$ cat config.mk
export PLATFORM = sky130hd
export DESIGN_NAME = syn_tx_framer
export DESIGN_NICKNAME = d
export VERILOG_FILES = /design/src/rtl/syn_tx_framer.sv
export SDC_FILE = /design/constraint.sdc
export NUM_CORES = 1
export LEC_CHECK = 0
export CAP_MARGIN = 25
export CORE_AREA = 10 10 78 80
export CTS_CLUSTER_SIZE = 10
export DETAILED_ROUTE_END_ITERATION = 6
export DIE_AREA = 0 0 88 90
export PLACE_DENSITY = 0.72
export SYNTH_ARGS = -nofsm -noshare
export SYNTH_HDL_FRONTEND = slang
export SYNTH_SLANG_ARGS = --single-unit
$ cat constraint.sdc
create_clock -name clk -period 5.8 [get_ports clk]
set_clock_uncertainty 0.2 [all_clocks]
set_input_delay 0.87 -clock clk [delete_from_list [all_inputs] [get_ports clk]]
set_output_delay 0.87 -clock clk [all_outputs]
set_load 0.03 [all_outputs]
$ cat src/rtl/syn_tx_framer.sv
// -----------------------------------------------------------------------------
// syn_tx_framer
//
// Builds the transmit frame for the DA converter from a modulator sample
// stream. Each frame is:
//
//   PRE  : LENGTH_M_SEQ chips of the m-sequence preamble, MSB first.
//          Chip 1 is sent as all-zeros and chip 0 as all-ones, so the far
//          end recovers a chip as the inverted sample MSB.
//   DATA : LENGTH_SIGNAL = LENGTH_DATA + 4 sample slots. A slot takes the
//          modulator sample when valid is high; otherwise the slot carries
//          IDLE_LEVEL and tx_underrun pulses. The slot count never stretches.
//   GAP  : LENGTH_GAP samples of IDLE_LEVEL.
//
// A frame starts from IDLE on the first clock edge that sees modu_syn_valid.
// With valid held high, IDLE lasts one cycle between consecutive frames.
// syn_da_data and tx_underrun are registered and lag the FSM by one cycle.
//
// Ports
//   clk             in   single clock
//   arst_n          in   asynchronous active-low reset
//   modu_syn_valid  in   modulator has a payload sample
//   modu_syn_data   in   payload sample [DA_CVER_WIDTH]
//   modu_syn_ready  out  framer takes a sample this cycle (state == DATA)
//   syn_da_data     out  registered sample to the DA [DA_CVER_WIDTH]
//   tx_busy         out  high while a frame is in progress (state != IDLE)
//   tx_underrun     out  one-cycle pulse per DATA slot sent without valid,
//                        aligned with the IDLE_LEVEL sample it produced
// -----------------------------------------------------------------------------
module syn_tx_framer #(
    parameter int                         DA_CVER_WIDTH = 12,
    parameter int                         LENGTH_DATA   = 1024,
    parameter int                         LENGTH_M_SEQ  = 31,
    parameter logic [LENGTH_M_SEQ-1:0]    M_SEQ         = 31'b010_1000_1001_1100_0001_1001_0110_1111,
    parameter int                         LENGTH_GAP    = 16,
    parameter logic [DA_CVER_WIDTH-1:0]   IDLE_LEVEL    = 12'h800
) (
    input  logic                       clk,
    input  logic                       arst_n,
    input  logic                       modu_syn_valid,
    input  logic [DA_CVER_WIDTH-1:0]   modu_syn_data,
    output logic                       modu_syn_ready,
    output logic [DA_CVER_WIDTH-1:0]   syn_da_data,
    output logic                       tx_busy,
    output logic                       tx_underrun
);

    // -------------------------------------------------------------------------
    // Derived sizes
    // -------------------------------------------------------------------------
    localparam int LENGTH_SIGNAL = LENGTH_DATA + 4;

    // One shared counter times every phase, so it is sized for the longest.
    localparam int CNT_SPAN_A = (LENGTH_SIGNAL > LENGTH_M_SEQ) ? LENGTH_SIGNAL : LENGTH_M_SEQ;
    localparam int CNT_SPAN   = (CNT_SPAN_A > LENGTH_GAP) ? CNT_SPAN_A : LENGTH_GAP;
    localparam int CNT_MAX    = CNT_SPAN - 1;
    localparam int CNT_W      = (CNT_MAX < 1) ? 1 : $clog2(CNT_MAX + 1);

    localparam logic [CNT_W-1:0] PRE_LAST = CNT_W'(LENGTH_M_SEQ - 1);
    localparam logic [CNT_W-1:0] SIG_LAST = CNT_W'(LENGTH_SIGNAL - 1);
    localparam logic [CNT_W-1:0] GAP_LAST = CNT_W'(LENGTH_GAP - 1);

    localparam logic [DA_CVER_WIDTH-1:0] CHIP_ONE  = '0;
    localparam logic [DA_CVER_WIDTH-1:0] CHIP_ZERO = '1;

    // -------------------------------------------------------------------------
    // State
    // -------------------------------------------------------------------------
    typedef enum logic [1:0] {
        IDLE = 2'd0,
        PRE  = 2'd1,
        DATA = 2'd2,
        GAP  = 2'd3
    } state_t;

    state_t                      state;
    state_t                      state_nxt;
    logic [CNT_W-1:0]            cnt;
    logic [CNT_W-1:0]            cnt_nxt;

    // The preamble is played out of a shift register that is reloaded with
    // M_SEQ whenever the FSM is outside PRE; its MSB is the current chip.
    logic [LENGTH_M_SEQ-1:0]     pre_sr;
    logic [LENGTH_M_SEQ-1:0]     pre_sr_nxt;

    logic [DA_CVER_WIDTH-1:0]    da_nxt;
    logic                        underrun_nxt;

    // -------------------------------------------------------------------------
    // Combinational handshake / status
    // -------------------------------------------------------------------------
    assign modu_syn_ready = (state == DATA);
    assign tx_busy        = (state != IDLE);

    // -------------------------------------------------------------------------
    // Registers
    // -------------------------------------------------------------------------
    // NOTE: sequential state uses non-blocking assignments so every register
    // samples the pre-edge values regardless of statement order.
    always_ff @(posedge clk or negedge arst_n) begin
        if (!arst_n) begin
            state       <= IDLE;
            cnt         <= '0;
            pre_sr      <= M_SEQ;
            syn_da_data <= IDLE_LEVEL;
            tx_underrun <= 1'b0;
        end else begin
            state       <= state_nxt;
            cnt         <= cnt_nxt;
            pre_sr      <= pre_sr_nxt;
            syn_da_data <= da_nxt;
            tx_underrun <= underrun_nxt;
        end
    end

    // -------------------------------------------------------------------------
    // Next-state, counter and next-sample logic
    // -------------------------------------------------------------------------
    // NOTE: every signal written here gets a default first, so no path can
    // leave one unassigned and infer a latch.
    always_comb begin
        state_nxt    = state;
        cnt_nxt      = cnt;
        pre_sr_nxt   = M_SEQ;
        da_nxt       = IDLE_LEVEL;
        underrun_nxt = 1'b0;

        unique case (state)
            IDLE: begin
                cnt_nxt = '0;
                if (modu_syn_valid) begin
                    state_nxt = PRE;
                end
            end

            PRE: begin
                // Chip 1 -> all-zeros, chip 0 -> all-ones.
                da_nxt     = pre_sr[LENGTH_M_SEQ-1] ? CHIP_ONE : CHIP_ZERO;
                pre_sr_nxt = {pre_sr[LENGTH_M_SEQ-2:0], 1'b0};
                if (cnt == PRE_LAST) begin
                    state_nxt = DATA;
                    cnt_nxt   = '0;
                end else begin
                    cnt_nxt = cnt + 1'b1;
                end
            end

            DATA: begin
                // The slot is consumed whether or not a sample arrives, so the
                // frame length on the DA never depends on the modulator.
                if (modu_syn_valid && modu_syn_ready) begin
                    da_nxt = modu_syn_data;
                end else begin
                    underrun_nxt = 1'b1;
                end
                if (cnt == SIG_LAST) begin
                    state_nxt = GAP;
                    cnt_nxt   = '0;
                end else begin
                    cnt_nxt = cnt + 1'b1;
                end
            end

            GAP: begin
                if (cnt == GAP_LAST) begin
                    state_nxt = IDLE;
                    cnt_nxt   = '0;
                end else begin
                    cnt_nxt = cnt + 1'b1;
                end
            end

            default: begin
                state_nxt = IDLE;
                cnt_nxt   = '0;
            end
        endcase
    end

endmodule

======== Word level (Yosys, flattened, before mapping) ========
Index checks and enable logic that the tools add are counted.
cells by class
  equality and inequality tests ........... 10
  reductions and logical operators ........ 4
  $add $sub $neg .......................... 1
  muxes and demuxes ....................... 15
operators by type and width
  cell                                                  count
  case mux 11 bit (4 select lines)                      1
  two-way mux 11 bit                                    3
  two-way mux 31 bit                                    1
  two-way mux 12 bit                                    2
  case mux 12 bit (2 select lines)                      1
  adder 11 x 1 -> 11 bit, second input constant         1
  equality test 11 bit, second input constant           1
  equality test 11 x 4 -> 1 bit, second input constant  1
  equality test 11 x 5 -> 1 bit, second input constant  1
  two-way mux 2 bit                                     4
  case mux 2 bit (4 select lines)                       1
  != test 2 bit, second input constant                  3
  equality test 2 bit, second input constant            2
  AND reduction 4 bit                                   1
  equality test 2 x 1 -> 1 bit, second input constant   1
  logical NOT 2 bit                                     1
  two-way mux 1 bit                                     2
  != test 2 x 1 -> 1 bit, second input constant         1
  nonzero test 2 bit                                    1
  logical AND 1 bit                                     1
storage, ports and cells
  word-level logic and storage cells ...... 35
  bits in registers ....................... 57
  input port bits ......................... 15

======== Longest topological paths before layout ========
  depth in word-level cells ............... 4
  mapped depth ............................ 7
  gate-level depth less buffers ........... 6

======== Least setup slack after synthesis ========
OpenSTA, ideal clock, no wires.
  kind .................................... register to register
  from .................................... register cnt[0]
  to ...................................... register state[1]
  arrival time ............................ 1.790 ns
  buffers on the path ..................... 0
  clock period less this slack ............ 2.115 ns
  cell stages (with the launch flop) ...... 6
  setup slack ............................. 3.685 ns
  cells stage by stage .................... dfrtp_1 > ha_1 > or4bb_1 > o41ai_2 > o2111ai_1 > mux2_2
on the way
  longest elaborated chain between the ends .. 3
  elaborated cells between the ends (all ways) .. 7
  classes of those cells .................. 6 x eq/ne; 1 x reduce/logical
ends and longest elaborated chain
  element                                                            line  RTL
  start: declaration                                                 78    logic [CNT_W-1:0] cnt;
  start signal: assignment                                           109   cnt <= cnt_nxt;
  equality test 11 x 4 -> 1 bit, or another cell as far along        165   if (cnt == GAP_LAST) begin
  != test 2 bit (no line) or != test 2 x 1 -> 1 bit (tied branches)  --
  AND reduction 4 bit (no line) (*)                                  --
  end signal: assignment                                             108   state <= state_nxt;
  end: declaration                                                   76    state_t state;
Every way passes the cells marked *; elsewhere a longest branch is shown, timed or not.
A chain may end at the register's enable or synchronous reset.

======== Worst setup path in the final report ========
  from .................................... register state[0]
  to ...................................... output modu_syn_ready
on the way
  longest elaborated chain between the ends .. 1
ends and longest elaborated chain
  element              line  RTL
  equality test 2 bit  92    assign modu_syn_ready = (state == DATA);
  end: declaration     42    output logic modu_syn_ready,
No other way between the ends.

==> metrics.txt <==
Fillers 370; Num CTS Buffers 9; cells after synthesis 182; drt drc 0; Net Switching 0.168 mW; worst-margin pin slew 692 ps; Vias 1,340; Die Span Y 90 um; dpl hpwl 2380 um; Post-synth EDFFs 0; largest family of logic cells by synthesized area simple AND/OR/NAND/NOR gates; Slew Limit Fails 0; Die X-Extent 88 um; Core ar. 4600 um2; xor/xnor cell area share of the yosys netlist 3.54%; initial DRC count 79; first-pass GRT wire length 6640 um; initial antenna violation count 0; GRT Total Usage 10.7%; post-synthesis simple-gate area fraction 17.8%; post-synthesis sequential area ratio 64.9%; Final Cycle Share 50.0%; crit path max fanout 6; Synth async-reset ratio 100%; post-CTS resize count 0; setup TNS 0 ps; status finished clean; root buffer cell clkbuf_8; Max IR drop VDD 0.145 mV; Critical Path Max Stage Delay 710 ps; Vias/cell 4.87; Inst Count DP 259; Placer Congestion 0.767; combinational share of power 5.5%; nets@finish 239; top cell type's share of synthesized area 46.0%; Synth Area in Compound Gates 6.12%; Synth Area in Adders 3.93%; leak pwr 1.23 nW; critical path, cell by cell inv_1, ha_1, clkdlybuf4s50_1; Core Rows 25; fmax 344 MHz; htree depth 3; # hold bufs at CTS 0; fin cells 275; Final min period 2900 ps; IO Count 30; n_diodes 0; WP data required 4730 ps; worst skew pair latency 330 ps; IO buf count 29; WP data arrival 1830 ps; Syn-to-layout area delta 23.4%; CP Launch Type register; Starting Density 48.5%; final hold vios 0; R2R Setup Slk 3540 ps; ys flop type dfrtp_1; grt ovf 0; final wirelength 3770 um; clock sinks 57; die area 7920 um2; Critical Path End Type primary output; top area cells in the synthesized netlist dfrtp_1 46%, dfstp_2 19%, and2_1 4.8%; DRT Pass-1 Iters 4; drt wl/cell 13.7 um; vias in the first global route 1,422; kind of critical path reg2out; maximum clock insertion buffer count 2; Rel. slew slack 53.8%; Mapped Area 2230 um2; class of the worst hold path reg2reg; average cell area after synthesis 12.2 um2; Yosys warning count 0; Post-CTS Setup Inserts 0; Hold Slack 231 ps; TritonCTS clock tree built; largest net degree at the start of global routing 58; Max Cap Viol 0; antenna-violating nets left 0; Pwr per Cell Area 274 nW/um2; Sw Share 22.3%; clock power share 40.7%; CP max-delay cell clkdlybuf4s50_1; Synth area leader dfrtp_1; Clock transition at path regs 60 ps; layout cells sized above 1 15.8%; final setup violating endpoints 0; multiplexer area fraction after synthesis 0.955%; Syn Nets 204; RSZ-0062 raised after global routing false; Int Power 0.584 mW; register bit total from synthesis 57; Seq pwr share 53.8%; synth unique cells 28
-- worst max-delay path, delay by kind of cell, from the launching register on --
kind                     cells  cell delay [ps]
flip-flops                   1              390
adder cells (fa/ha/maj)      1              280
buffers and inverters        2              830
-- power groups by stage --
stage	registers (mW)	logic [mW]	clock network [mW]
6_report	0.404	0.0417	0.306
5_1_grt	0.404	0.0462	0.336
4_1_cts	0.404	0.0429	0.319
3_5_place_dp	0.411	0.0428	0
3_3_place_gp	0.411	0.0421	0
2_1_floorplan	0.421	0.00471	0
-- area by class of cell --
type,instances,area (um2),share of cell area (%)
sequential,57,1450,52.6
multi-input combinational,109,721,26.2
timing repair buffer,31,318,11.6
clock buffer,12,145,5.28
tap,54,67.6,2.46
inverter,9,33.8,1.23
clock inverter,3,17.5,0.637
-- cell families (layout without fill, tap and decap cells) --
group	after synthesis	in the layout
flip-flops	57	57
buffers and inverters	16	55
XOR/XNOR	9	9
adder cells (fa/ha/maj)	7	7
AND/OR/NAND/NOR	74	74
multiplexers	2	2
AO/OA/AOI/OAI	17	17
-- path summary, 6_finish.rpt --
kind,cells past startpoint,endpoint,startpoint
min,1,pre_sr[5],pre_sr[4]
min in group asynchronous,2,syn_da_data[3],arst_n
min reg2reg,1,pre_sr[5],pre_sr[4]
max,3,modu_syn_ready,state[0]
max reg2reg,5,cnt[9],cnt[0]
max in group asynchronous,2,syn_da_data[1],arst_n
-- flip-flops by register name, summed over array words and instances, names as in the netlist --
name	count
syn_da_data	12
pre_sr	31
cnt	11
state	2
tx_underrun	1
-- metrics by stage --
step | cell area [um2] | worst slack (ps) | power, mW | utilization [%]
2_1_floorplan | 2230 | 3680 | 0.426 | -
3_3_place_gp | 2560 | 3260 | 0.453 | 55.7
3_5_place_dp | 2560 | 3230 | 0.454 | 55.7
4_1_cts | 2720 | 2860 | 0.767 | 59.2
5_1_grt | 2750 | 2800 | 0.787 | 59.8
6_report | 2750 | 2900 | 0.752 | 59.8
-- placed cells by master (no fill, tap or decap), types with 2 or more instances in the layout --
master,instances
clkbuf_8,10
xnor2_1,8
clkinv_2,2
nor2_1,14
nor3_1,3
nand2b_1,15
a21boi_0,11
inv_1,9
clkdlybuf4s50_1,28
dfrtp_1,41
ha_1,7
and2_1,17
dfstp_2,16
clkbuf_1,2
nand4_1,2
or3_1,2
o31ai_1,2
nand3_1,4
nand2_1,13
-- metal layers --
metal / up-vias / global-route usage (%) / share of wire [%] / wire, um
met4: 0 / 8.38 / 2.5 / 93
met3: 8 / 4.33 / 8.6 / 325
li1: 656 / - / - / -
met5: - / 0 / 0 / 0
met1: 644 / 13.5 / 48 / 1820
met2: 32 / 13.9 / 41 / 1540
-- cell usage after synthesis (2+ instances only) --
library cell  number
dfrtp_1           41
and2_1            17
dfstp_2           16
nand2b_1          15
nor2_1            14
nand2_1           13
a21boi_0          11
inv_1              9
xnor2_1            8
ha_1               7
clkbuf_1           6
nand3_1            4
nor3_1             3
nand4_1            2
o31ai_1            2
or3_1              2
Power figures use the tool's default switching activity.
